**config.mk**
```make
export PLATFORM = sky130hd
export DESIGN_NAME = inst_fetch_queue_flat
export DESIGN_NICKNAME = d
export VERILOG_FILES = /design/src/rtl/inst_fetch_queue_if.sv /design/src/rtl/inst_fetch_queue.sv /design/src/flat_wrapper.sv
export SDC_FILE = /design/constraint.sdc
export NUM_CORES = 1
export LEC_CHECK = 0
export BUFFER_PORTS_ARGS = -buffer_cell sky130_fd_sc_hd__buf_2
export CAP_MARGIN = 40
export CORE_MARGIN = 8
export CORE_UTILIZATION = 35
export DETAILED_ROUTE_END_ITERATION = 8
export GPL_TIMING_DRIVEN = 0
export PLACE_DENSITY = 0.63
export SYNTH_ARGS = -nofsm -noshare
export SYNTH_HDL_FRONTEND = slang
export SYNTH_SLANG_ARGS = --single-unit
```
**constraint.sdc**
```tcl
create_clock -name clk -period 8.1 [get_ports clk]
set_input_delay 0.405 -clock clk [delete_from_list [all_inputs] [get_ports clk]]
set_output_delay 0.405 -clock clk [all_outputs]
set_load 0.02 [all_outputs]
```
**src/rtl/inst_fetch_queue_if.sv**
```systemverilog
`default_nettype none
// ============================================================================
// Module      : inst_fetch_queue_if
// Description : Bundle of the instruction-fetch queue's bus signals: the
//               req/ack instruction-memory port, the redirect port from the
//               datapath and the head-of-queue valid/ready port.
//               master : the fetch queue itself.
//               slave  : the environment (memory + datapath).
// Revision    : 1.0 - initial release
// ============================================================================
interface inst_fetch_queue_if;

    // Instruction memory side
    logic        imem_req;
    logic [31:0] imem_addr;
    logic        imem_ack;
    logic [31:0] imem_rdata;

    // Redirect from the datapath
    logic        redirect;
    logic [31:0] redirect_pc;

    // Head entry towards the datapath
    logic        out_valid;
    logic        out_ready;
    logic [31:0] out_inst;
    logic [31:0] out_pc;

    // Sticky misaligned-redirect indication
    logic        fetch_misalign;

    modport master (
        output imem_req,
        output imem_addr,
        input  imem_ack,
        input  imem_rdata,
        input  redirect,
        input  redirect_pc,
        output out_valid,
        input  out_ready,
        output out_inst,
        output out_pc,
        output fetch_misalign
    );

    modport slave (
        input  imem_req,
        input  imem_addr,
        output imem_ack,
        output imem_rdata,
        output redirect,
        output redirect_pc,
        input  out_valid,
        output out_ready,
        input  out_inst,
        input  out_pc,
        input  fetch_misalign
    );

endinterface : inst_fetch_queue_if
`default_nettype wire

```
**src/rtl/inst_fetch_queue.sv**
```systemverilog
`default_nettype none
// ============================================================================
// Module      : inst_fetch_queue
// Description : Instruction prefetch queue. Issues word-aligned req/ack
//               fetches from RESET_PC onwards, buffers up to DEPTH
//               {instruction, pc} pairs and presents the oldest one to the
//               datapath with a valid/ready handshake. A redirect flushes the
//               queue and restarts fetching at the new address; a request
//               still in flight at that moment is completed and its data is
//               thrown away (DROP state).
//               Optional feature macro: FETCH_MISALIGN_CHECK_EN
//                 defined   - a redirect to a non-word-aligned address sets
//                             the sticky fetch_misalign flag and halts
//                             fetching until reset.
//                 undefined - the two low redirect address bits are ignored
//                             and fetch_misalign is tied low.
// Revision    : 1.0 - initial release
// ============================================================================
module inst_fetch_queue #(
    parameter int          DEPTH    = 4,
    parameter logic [31:0] RESET_PC = 32'h0000_0000
) (
    input  wire logic            clk,
    input  wire logic            rst,        // asynchronous, active low
    inst_fetch_queue_if.master   fetch_if
);

    localparam int                PTR_W    = $clog2(DEPTH);
    localparam int                CNT_W    = PTR_W + 1;
    localparam logic [CNT_W-1:0]  FULL_CNT = CNT_W'(DEPTH);

    typedef enum logic [1:0] {
        ST_IDLE = 2'd0,
        ST_REQ  = 2'd1,
        ST_DROP = 2'd2,
        ST_HALT = 2'd3
    } state_t;

    state_t             state_q,    state_d;
    logic [31:0]        fetch_pc_q, fetch_pc_d;   // address of the next word to queue
    logic [31:0]        req_addr_q, req_addr_d;   // address currently on the memory bus
    logic [CNT_W-1:0]   count_q,    count_d;
    logic [PTR_W-1:0]   wr_ptr_q,   wr_ptr_d;
    logic [PTR_W-1:0]   rd_ptr_q,   rd_ptr_d;

    logic [31:0]        inst_mem_q [DEPTH];
    logic [31:0]        pc_mem_q   [DEPTH];

    logic               w_redirect;
    logic [31:0]        w_redirect_pc;
    logic               w_halting;
    logic               w_full;
    logic               w_pop;
    logic               w_push;

    // HALT is only left through reset, so redirects are meaningless there.
    assign w_redirect    = fetch_if.redirect && (state_q != ST_HALT);
    assign w_redirect_pc = fetch_if.redirect_pc & 32'hFFFF_FFFC;

    assign w_full = (count_q == FULL_CNT);
    assign w_pop  = (count_q != '0) && fetch_if.out_ready;
    // Data returned in a redirect cycle belongs to the abandoned path.
    assign w_push = (state_q == ST_REQ) && fetch_if.imem_ack && !w_redirect && !w_full;

`ifdef FETCH_MISALIGN_CHECK_EN
    logic w_misalign;
    logic misalign_q;

    assign w_misalign = w_redirect && (fetch_if.redirect_pc[1:0] != 2'b00);
    // Once set (or being set this cycle) the FSM heads for HALT.
    assign w_halting  = misalign_q || w_misalign;
    assign fetch_if.fetch_misalign = misalign_q;

    // Sticky misaligned-redirect flag, cleared only by reset.
    always_ff @(posedge clk or negedge rst) begin
        if (!rst) begin
            misalign_q <= 1'b0;
        end else begin
            misalign_q <= misalign_q || w_misalign;
        end
    end
`else
    assign w_halting = 1'b0;
    assign fetch_if.fetch_misalign = 1'b0;
`endif

    // Queue bookkeeping: redirect flushes everything, else push/pop update.
    always_comb begin
        fetch_pc_d = fetch_pc_q;
        count_d    = count_q;
        wr_ptr_d   = wr_ptr_q;
        rd_ptr_d   = rd_ptr_q;
        if (w_redirect) begin
            fetch_pc_d = w_redirect_pc;
            count_d    = '0;
            wr_ptr_d   = '0;
            rd_ptr_d   = '0;
        end else begin
            if (w_push) begin
                // Power-of-two depth: pointer wrap is the natural overflow.
                wr_ptr_d   = wr_ptr_q + PTR_W'(1);
                fetch_pc_d = fetch_pc_q + 32'd4;
            end
            if (w_pop) begin
                rd_ptr_d = rd_ptr_q + PTR_W'(1);
            end
            count_d = count_q + {{PTR_W{1'b0}}, w_push} - {{PTR_W{1'b0}}, w_pop};
        end
    end

    // Fetch FSM next state and the address to present on the memory bus.
    always_comb begin
        state_d = state_q;
        case (state_q)
            ST_IDLE: begin
                if (w_redirect) begin
                    state_d = w_halting ? ST_HALT : ST_REQ;
                end else if (!w_full) begin
                    state_d = ST_REQ;
                end
            end
            ST_REQ: begin
                if (w_redirect) begin
                    // An unfinished request must still be completed on the bus.
                    if (fetch_if.imem_ack) begin
                        state_d = w_halting ? ST_HALT : ST_REQ;
                    end else begin
                        state_d = ST_DROP;
                    end
                end else if (fetch_if.imem_ack) begin
                    state_d = (count_d != FULL_CNT) ? ST_REQ : ST_IDLE;
                end
            end
            ST_DROP: begin
                if (fetch_if.imem_ack) begin
                    state_d = w_halting ? ST_HALT : ST_REQ;
                end
            end
            ST_HALT: begin
                state_d = ST_HALT;
            end
            default: begin
                state_d = ST_IDLE;
            end
        endcase

        // The bus address follows fetch_pc except while an abandoned request
        // is being drained, where it must stay frozen until the ack.
        req_addr_d = (state_d == ST_DROP) ? req_addr_q : fetch_pc_d;
    end

    // Control state registers.
    always_ff @(posedge clk or negedge rst) begin
        if (!rst) begin
            state_q    <= ST_IDLE;
            fetch_pc_q <= RESET_PC;
            req_addr_q <= RESET_PC;
            count_q    <= '0;
            wr_ptr_q   <= '0;
            rd_ptr_q   <= '0;
        end else begin
            state_q    <= state_d;
            fetch_pc_q <= fetch_pc_d;
            req_addr_q <= req_addr_d;
            count_q    <= count_d;
            wr_ptr_q   <= wr_ptr_d;
            rd_ptr_q   <= rd_ptr_d;
        end
    end

    // Entry storage; contents are qualified by count so no reset is needed.
    always_ff @(posedge clk) begin
        if (w_push) begin
            inst_mem_q[wr_ptr_q] <= fetch_if.imem_rdata;
            pc_mem_q[wr_ptr_q]   <= fetch_pc_q;
        end
    end

    assign fetch_if.imem_req  = (state_q == ST_REQ) || (state_q == ST_DROP);
    assign fetch_if.imem_addr = req_addr_q;
    assign fetch_if.out_valid = (count_q != '0);
    assign fetch_if.out_inst  = inst_mem_q[rd_ptr_q];
    assign fetch_if.out_pc    = pc_mem_q[rd_ptr_q];

endmodule : inst_fetch_queue
`default_nettype wire

```
**src/flat_wrapper.sv**
```systemverilog
// flat-port wrapper written by rule: the top's interface ports become plain ports
module inst_fetch_queue_flat 
#(
    parameter int          DEPTH    = 4,
    parameter logic [31:0] RESET_PC = 32'h0000_0000
)
  (clk, rst, fetch_if_imem_req, fetch_if_imem_addr, fetch_if_imem_ack, fetch_if_imem_rdata, fetch_if_redirect, fetch_if_redirect_pc, fetch_if_out_valid, fetch_if_out_ready, fetch_if_out_inst, fetch_if_out_pc, fetch_if_fetch_misalign);
  inst_fetch_queue_if fetch_if_i ();
  input  wire logic clk;
  input  wire logic rst;
  output wire logic [$bits(fetch_if_i.imem_req)-1:0] fetch_if_imem_req;
  output wire logic [$bits(fetch_if_i.imem_addr)-1:0] fetch_if_imem_addr;
  input wire logic [$bits(fetch_if_i.imem_ack)-1:0] fetch_if_imem_ack;
  input wire logic [$bits(fetch_if_i.imem_rdata)-1:0] fetch_if_imem_rdata;
  input wire logic [$bits(fetch_if_i.redirect)-1:0] fetch_if_redirect;
  input wire logic [$bits(fetch_if_i.redirect_pc)-1:0] fetch_if_redirect_pc;
  output wire logic [$bits(fetch_if_i.out_valid)-1:0] fetch_if_out_valid;
  input wire logic [$bits(fetch_if_i.out_ready)-1:0] fetch_if_out_ready;
  output wire logic [$bits(fetch_if_i.out_inst)-1:0] fetch_if_out_inst;
  output wire logic [$bits(fetch_if_i.out_pc)-1:0] fetch_if_out_pc;
  output wire logic [$bits(fetch_if_i.fetch_misalign)-1:0] fetch_if_fetch_misalign;
  assign fetch_if_imem_req = fetch_if_i.imem_req;
  assign fetch_if_imem_addr = fetch_if_i.imem_addr;
  assign fetch_if_i.imem_ack = fetch_if_imem_ack;
  assign fetch_if_i.imem_rdata = fetch_if_imem_rdata;
  assign fetch_if_i.redirect = fetch_if_redirect;
  assign fetch_if_i.redirect_pc = fetch_if_redirect_pc;
  assign fetch_if_out_valid = fetch_if_i.out_valid;
  assign fetch_if_i.out_ready = fetch_if_out_ready;
  assign fetch_if_out_inst = fetch_if_i.out_inst;
  assign fetch_if_out_pc = fetch_if_i.out_pc;
  assign fetch_if_fetch_misalign = fetch_if_i.fetch_misalign;
  inst_fetch_queue #(.DEPTH(DEPTH), .RESET_PC(RESET_PC)) u_core (.clk(clk), .rst(rst), .fetch_if(fetch_if_i));
endmodule
```
After elaboration in Yosys (flattened, before gate mapping)
Memories as Yosys holds them, arrays and structs flattened.
Index checks and enable logic that the tools add are counted.
{"block": "totals", "ff_bits": 73, "ram_bits": 256, "input_bits": 69, "output_inout_bits": 99, "mem_count": 2}
{"memory": "u_core.inst_mem_q", "words": 4, "width": 32, "rd": 1, "rd_clocked_by_memory_dff": 0, "write_ports": 1, "line_no": "inst_fetch_queue.sv:46", "text": "logic [31:0] inst_mem_q [DEPTH];"}
{"memory": "u_core.pc_mem_q", "words": 4, "width": 32, "rd": 1, "rd_clocked_by_memory_dff": 0, "write_ports": 1, "line_no": "inst_fetch_queue.sv:47", "text": "logic [31:0] pc_mem_q [DEPTH];"}
{"block": "classes", "addsub": 5, "eq_ne": 7, "muxes": 17, "reduce_logical": 12}
{"op": "two-way mux 32 bit", "n": 2}
{"op": "adder 32 x 3 -> 32 bit, second input constant", "n": 1}
{"op": "two-way mux 2 bit", "n": 10}
{"op": "one-hot mux 2 bit (4 select lines)", "n": 1}
{"op": "== test 2 bit, second input constant", "n": 3}
{"op": "logical AND 1 bit", "n": 5}
{"op": "adder 2 x 1 -> 2 bit, second input constant", "n": 2}
{"op": "nonzero test 2 bit", "n": 2}
{"op": "adder 3 x 1 -> 3 bit", "n": 1}
{"op": "== test 3 bit, second input constant", "n": 1}
{"op": "two-way mux 1 bit", "n": 3}
{"op": "two-way mux 3 bit", "n": 1}
{"op": "inequality test 3 bit, second input constant", "n": 1}
{"op": "nonzero test 3 bit", "n": 1}
{"op": "subtractor 3 x 1 -> 3 bit", "n": 1}
{"op": "== test 2 x 1 -> 1 bit, second input constant", "n": 1}
{"op": "zero test 1 bit", "n": 2}
{"op": "zero test 2 bit", "n": 1}
{"op": "inequality test 2 bit, second input constant", "n": 1}
{"op": "logical OR 1 bit", "n": 1}

Depth between registers and ports, before layout
{"block": "depth", "depth_word": 14, "mapped_depth": 15, "depth_no_buf": 13}

Worst setup path before layout
Ideal clock, no wire load.
{"block": "synth_path", "path_type": "reg2reg", "startpoint": "register u_core.state_q[0]", "endpoint": "register u_core.req_addr_q[22], in the netlist u_core.fetch_if.imem_addr[22]", "setup_ps": 125, "arrival_ps": 3280, "required_time_ps": 7975, "setup_slack_ps": 4696, "path_stages_with_launch": 16, "synth_period_minus_slack_ps": 3404, "path_cell_list": "dfrtp_1 ha_1 nor2b_1 clkbuf_1 or3_1 clkinv_1 ha_1 fa_1 xnor2_1 xnor2_1 nor2_1 a31oi_1 nor2b_1 clkbuf_1 buf_2 mux2_2"}
{"block": "synth_between", "elab_chain_len": 14}
{"element": "from (decl)", "line_no": "inst_fetch_queue.sv:39", "text": "state_t state_q, state_d;"}
{"element": "from (signal assigned)", "line_no": "inst_fetch_queue.sv:162", "text": "state_q <= state_d;"}
{"element": "inequality test 2 bit", "line_no": "inst_fetch_queue.sv:57", "text": "assign w_redirect = fetch_if.redirect && (state_q != ST_HALT);"}
{"element": "logical AND 1 bit", "line_no": "inst_fetch_queue.sv:57"}
{"element": "zero test 1 bit", "line_no": "inst_fetch_queue.sv:63", "text": "assign w_push = (state_q == ST_REQ) && fetch_if.imem_ack && !w_redirect && !w_full;"}
{"element": "logical AND 1 bit (2 in series)", "line_no": "inst_fetch_queue.sv:63"}
{"element": "adder 3 x 1 -> 3 bit", "line_no": "inst_fetch_queue.sv:107", "text": "count_d = count_q + {{PTR_W{1'b0}}, w_push} - {{PTR_W{1'b0}}, w_pop};"}
{"element": "subtractor 3 x 1 -> 3 bit", "line_no": "inst_fetch_queue.sv:107"}
{"element": "two-way mux 3 bit (*)", "line_no": "inst_fetch_queue.sv:93", "text": "if (w_redirect) begin"}
{"element": "via u_core.count_d[2]", "line_no": "inst_fetch_queue.sv:42", "text": "logic [CNT_W-1:0] count_q, count_d;"}
{"element": "inequality test 3 bit (*)", "line_no": "inst_fetch_queue.sv:131", "text": "state_d = (count_d != FULL_CNT) ? ST_REQ : ST_IDLE;"}
{"element": "two-way mux 1 bit (*)", "line_no": "inst_fetch_queue.sv:131"}
{"element": "two-way mux 2 bit (*)", "line_no": "inst_fetch_queue.sv:130", "text": "end else if (fetch_if.imem_ack) begin"}
{"element": "two-way mux 2 bit (*)", "line_no": "inst_fetch_queue.sv:123", "text": "if (w_redirect) begin"}
{"element": "one-hot mux 2 bit (4 select lines) (*)", "line_no": "inst_fetch_queue.sv:114", "text": "case (state_q)"}
{"element": "via u_core.state_d[0]", "line_no": "inst_fetch_queue.sv:39"}
{"element": "== test 2 bit (*)", "line_no": "inst_fetch_queue.sv:149", "text": "req_addr_d = (state_d == ST_DROP) ? req_addr_q : fetch_pc_d;"}
{"element": "to (signal assigned)", "line_no": "inst_fetch_queue.sv:164", "text": "req_addr_q <= req_addr_d;"}
{"element": "to (decl)", "line_no": "inst_fetch_queue.sv:41", "text": "logic [31:0] req_addr_q, req_addr_d;"}
The timed path passes the listed nets; every way through them passes the cells marked *.
A chain may end at the register's enable or synchronous reset.

Worst setup path in the final report
{"block": "layout_path", "startpoint": "register u_core.state_q[0]", "endpoint": "register u_core.req_addr_q[6], in the netlist u_core.fetch_if.imem_addr[6]"}
Same word-level chain as after synthesis.

==> flow_metrics.tcl <==
set metrics [dict create \
    path_cells "ha_1 > nor2b_1 > clkbuf_1 > or3_1 > clkinv_1 > ha_1 > fa_1 > xnor2_1 > xnor2_1 > nor2_1 > a31oi_1 > nor2b_1 > clkbuf_1 > buf_2 > mux2_2" \
    p_per_area_nw_per_um2 342 \
    rows 70 \
    die_x_um 207 \
    required_ps 8490 \
    cp_slowest_cell "dfrtp_1" \
    die_h_um 207 \
    clk_latency_ps 510 \
    drv_slew 0 \
    synth_top_area_cell "edfxtp_1" \
    period_share 0.520 \
    grt_pass1_wl_mm 45.7 \
    synth_top_family_by_area "multiplexers" \
    ctsHtreeMaxLevel 2 \
    worstMarginPinSlew_ps 869 \
    drtPass1Iterations 4 \
    yosys.area_share.simple 0.0506 \
    fmax_mhz 238 \
    routed_via_density 5.03 \
    p_seq_frac 0.427 \
    r2r_cells 15 \
    cts_tree "built" \
    place_congestion 0.738 \
    final-seq-area_um2 9510 \
    max-clock-path-buffers 3 \
    initial_core_util 0.352 \
    pwr-share-comb 0.256 \
    end_kind "register" \
    synth_compound_area_frac 0.0245 \
    ys_types 44 \
    status "complete, no violations" \
    yosys.area.top_type_share 0.602 \
    wire_per_inst_um 21.4 \
    synth_cells 673 \
    place_area_um2 14400 \
    ant_nets 0 \
    yosys_most_used_dff "edfxtp_1" \
    clk_pin_slew_ps 60 \
    max-cap-violations 0 \
    synth_xor_area_frac 0.0137 \
    vias 6940 \
    rsz0062_at_grt "no" \
    numClockSinks 329 \
    grt_overflow_total 0 \
    postCtsSetupRepairBufs 0 \
    die-area_um2 42900 \
    drive_gt1_frac 0.365 \
    stdcell_area_um2 15700 \
    area_growth_pct 22.6 \
    ys_ff_latch 329 \
    cts_buffers 36 \
    min_path_type "in -> reg" \
    nNetsFinal 969 \
    p_int_mw 3.72 \
    port_buffers 164 \
    first_iter_violations 436 \
    ys_seq_area_frac 0.745 \
    drc_errors 0 \
    yosys.area_share.adder 0.0123 \
    async_flop_share 0.222 \
    syn_area_um2 12800 \
    synth_edf_count 256 \
    arrival_ps 4600 \
    syn-num-nets 754 \
    critPathLaunchType "register" \
    grt_pass1_vias 7442 \
    fin_skew_ps 21.7 \
    muxShareOfSynthArea 0.141 \
    dpl.hpwl_mm 19.9 \
    grt_start_max_net_pins 58 \
    grt_use_total 0.137 \
    switching_share 0.306 \
    io_pins 168 \
    antenna_found_initial 0 \
    fin_crit_ps 4210 \
    switchingPower_mw 1.64 \
    power_frac_clock 0.318 \
    nFillCells 3228 \
    hold_violations 0 \
    max_stage_delay_ps 430 \
    root_buffer "clkbuf_16" \
    num_antenna_cells 0 \
    worstSetupPathType "reg -> reg" \
    path_max_fanout 10 \
    hold_path_depth 1 \
    ys_warn_count 0 \
    wl_mm 29.5 \
    setup-violations-final 0 \
    synthTopCellsByArea "edfxtp_1 60%, dfrtp_1 14%, mux4_2 11%" \
    avgSynthCellArea_um2 19.0 \
    core_um2 36300 \
    power.leakage_nw 5.53 \
    vdd_drop_max_uv 200 \
    multi_input_area_um2 3110 \
    slew_headroom 0.418 \
    finalSetupTns_ps 0 \
]
timing repair:
action / CTS / global route
endpoints found under the setup margin: 0 / 0
hold endpoints to repair: 16 / 0
gates resized for setup: 0 / 0
hold buffers: 1 / 0
through the flow:
stage                     hold slack, ps  total power [mW]  utilization  cells  setup slack, ps
after floorplan                      109              3.15            -    673             4700
after global placement               473              3.67        0.391   1305             3150
after detailed placement             302              3.72        0.397   1317             3930
after CTS                           83.7              5.44        0.432   1381             3880
after global routing                90.8              5.61        0.432   1381             3530
final                                108              5.36        0.432   1381             3890
Yosys cell counts, types with 11 or more instances:
| cell type | count |
|---|---|
| mux2_2 | 27 |
| mux4_2 | 64 |
| nand4_1 | 11 |
| xor2_1 | 13 |
| dfrtp_1 | 73 |
| a31oi_1 | 12 |
| clkbuf_1 | 15 |
| nor2_1 | 23 |
| edfxtp_1 | 256 |
| ha_1 | 11 |
| o21ai_0 | 23 |
| nand2_1 | 33 |
| nand3_1 | 13 |
layout by cell type (no fill, tap or decap), drive strengths merged, types with 12 or more instances in the layout:
master,Yosys,layout
a31oi,12,12
buf,14,190
clkbuf,15,60
dfrtp,73,73
edfxtp,256,256
mux2,32,32
mux4,64,64
nand2,33,33
nand3,14,14
nor2,23,23
o21ai,23,23
xor2,13,13
state kept, by name, summed over array words and instances (netlist names):
| register | cells |
|---|---|
| u_core.wr_ptr_q | 2 |
| u_core.fetch_if.imem_addr | 32 |
| u_core.inst_mem_q | 128 |
| u_core.fetch_pc_q | 32 |
| u_core.count_q | 3 |
| u_core.rd_ptr_q | 2 |
| u_core.pc_mem_q | 128 |
| u_core.state_q | 2 |
power groups by stage:
| stage | logic (mW) | clock network [mW] | registers [mW] |
|---|---|---|---|
| final | 1.37 | 1.70 | 2.29 |
| after CTS | 1.41 | 1.75 | 2.29 |
| after floorplan | 0.794 | 0 | 2.36 |
| after global routing | 1.49 | 1.80 | 2.32 |
| after detailed placement | 1.40 | 0 | 2.32 |
| after global placement | 1.35 | 0 | 2.32 |
path summary, 6_finish.rpt:
path                                               startpoint  slack, ps                            end
max in group asynchronous                                 rst       7170           u_core.fetch_pc_q[0]
worst min register to register  u_core.fetch_if.imem_addr[29]        480  u_core.fetch_if.imem_addr[29]
min in group asynchronous                                 rst        320  u_core.fetch_if.imem_addr[17]
worst max-delay path                        u_core.state_q[0]       3890   u_core.fetch_if.imem_addr[6]
worst max register to register              u_core.state_q[0]       3890   u_core.fetch_if.imem_addr[6]
worst min-delay path                  fetch_if_imem_rdata[31]        110       u_core.inst_mem_q[3][31]
area by class of cell:
cell class | count | area share
inverter | 11 | 0.00264
tap | 468 | 0.0374
sequential | 329 | 0.608
multi-input combinational | 304 | 0.198
clock buffer | 45 | 0.0637
timing repair buffer | 177 | 0.0668
clock inverter | 18 | 0.0156
buffer | 29 | 0.00751
routing by layer:
metal	vias up	share of wire	wire length, um	track usage
li1	3114	-	-	-
met1	3558	0.45	13400	0.183
met5	-	0	0	0
met3	46	0.067	1980	0.0394
met2	222	0.46	13600	0.217
met4	0	0.019	563	0.0352
worst max-delay path, delay by kind of cell (launching register included):
kind | cells | cell delay, ps
fa+ha+maj | 3 | 950
simple gates | 4 | 610
compound gates | 1 | 130
xor+xnor | 2 | 270
buf+inv | 4 | 1290
mux | 1 | 380
flops | 1 | 430
kinds of logic after synthesis:
kind of cell / count (synthesis)
compound gates: 52
xor+xnor: 20
fa+ha+maj: 12
buf+inv: 40
flops: 329
mux: 96
other cells: 1
simple gates: 123
(Power assumes the default switching activity.)
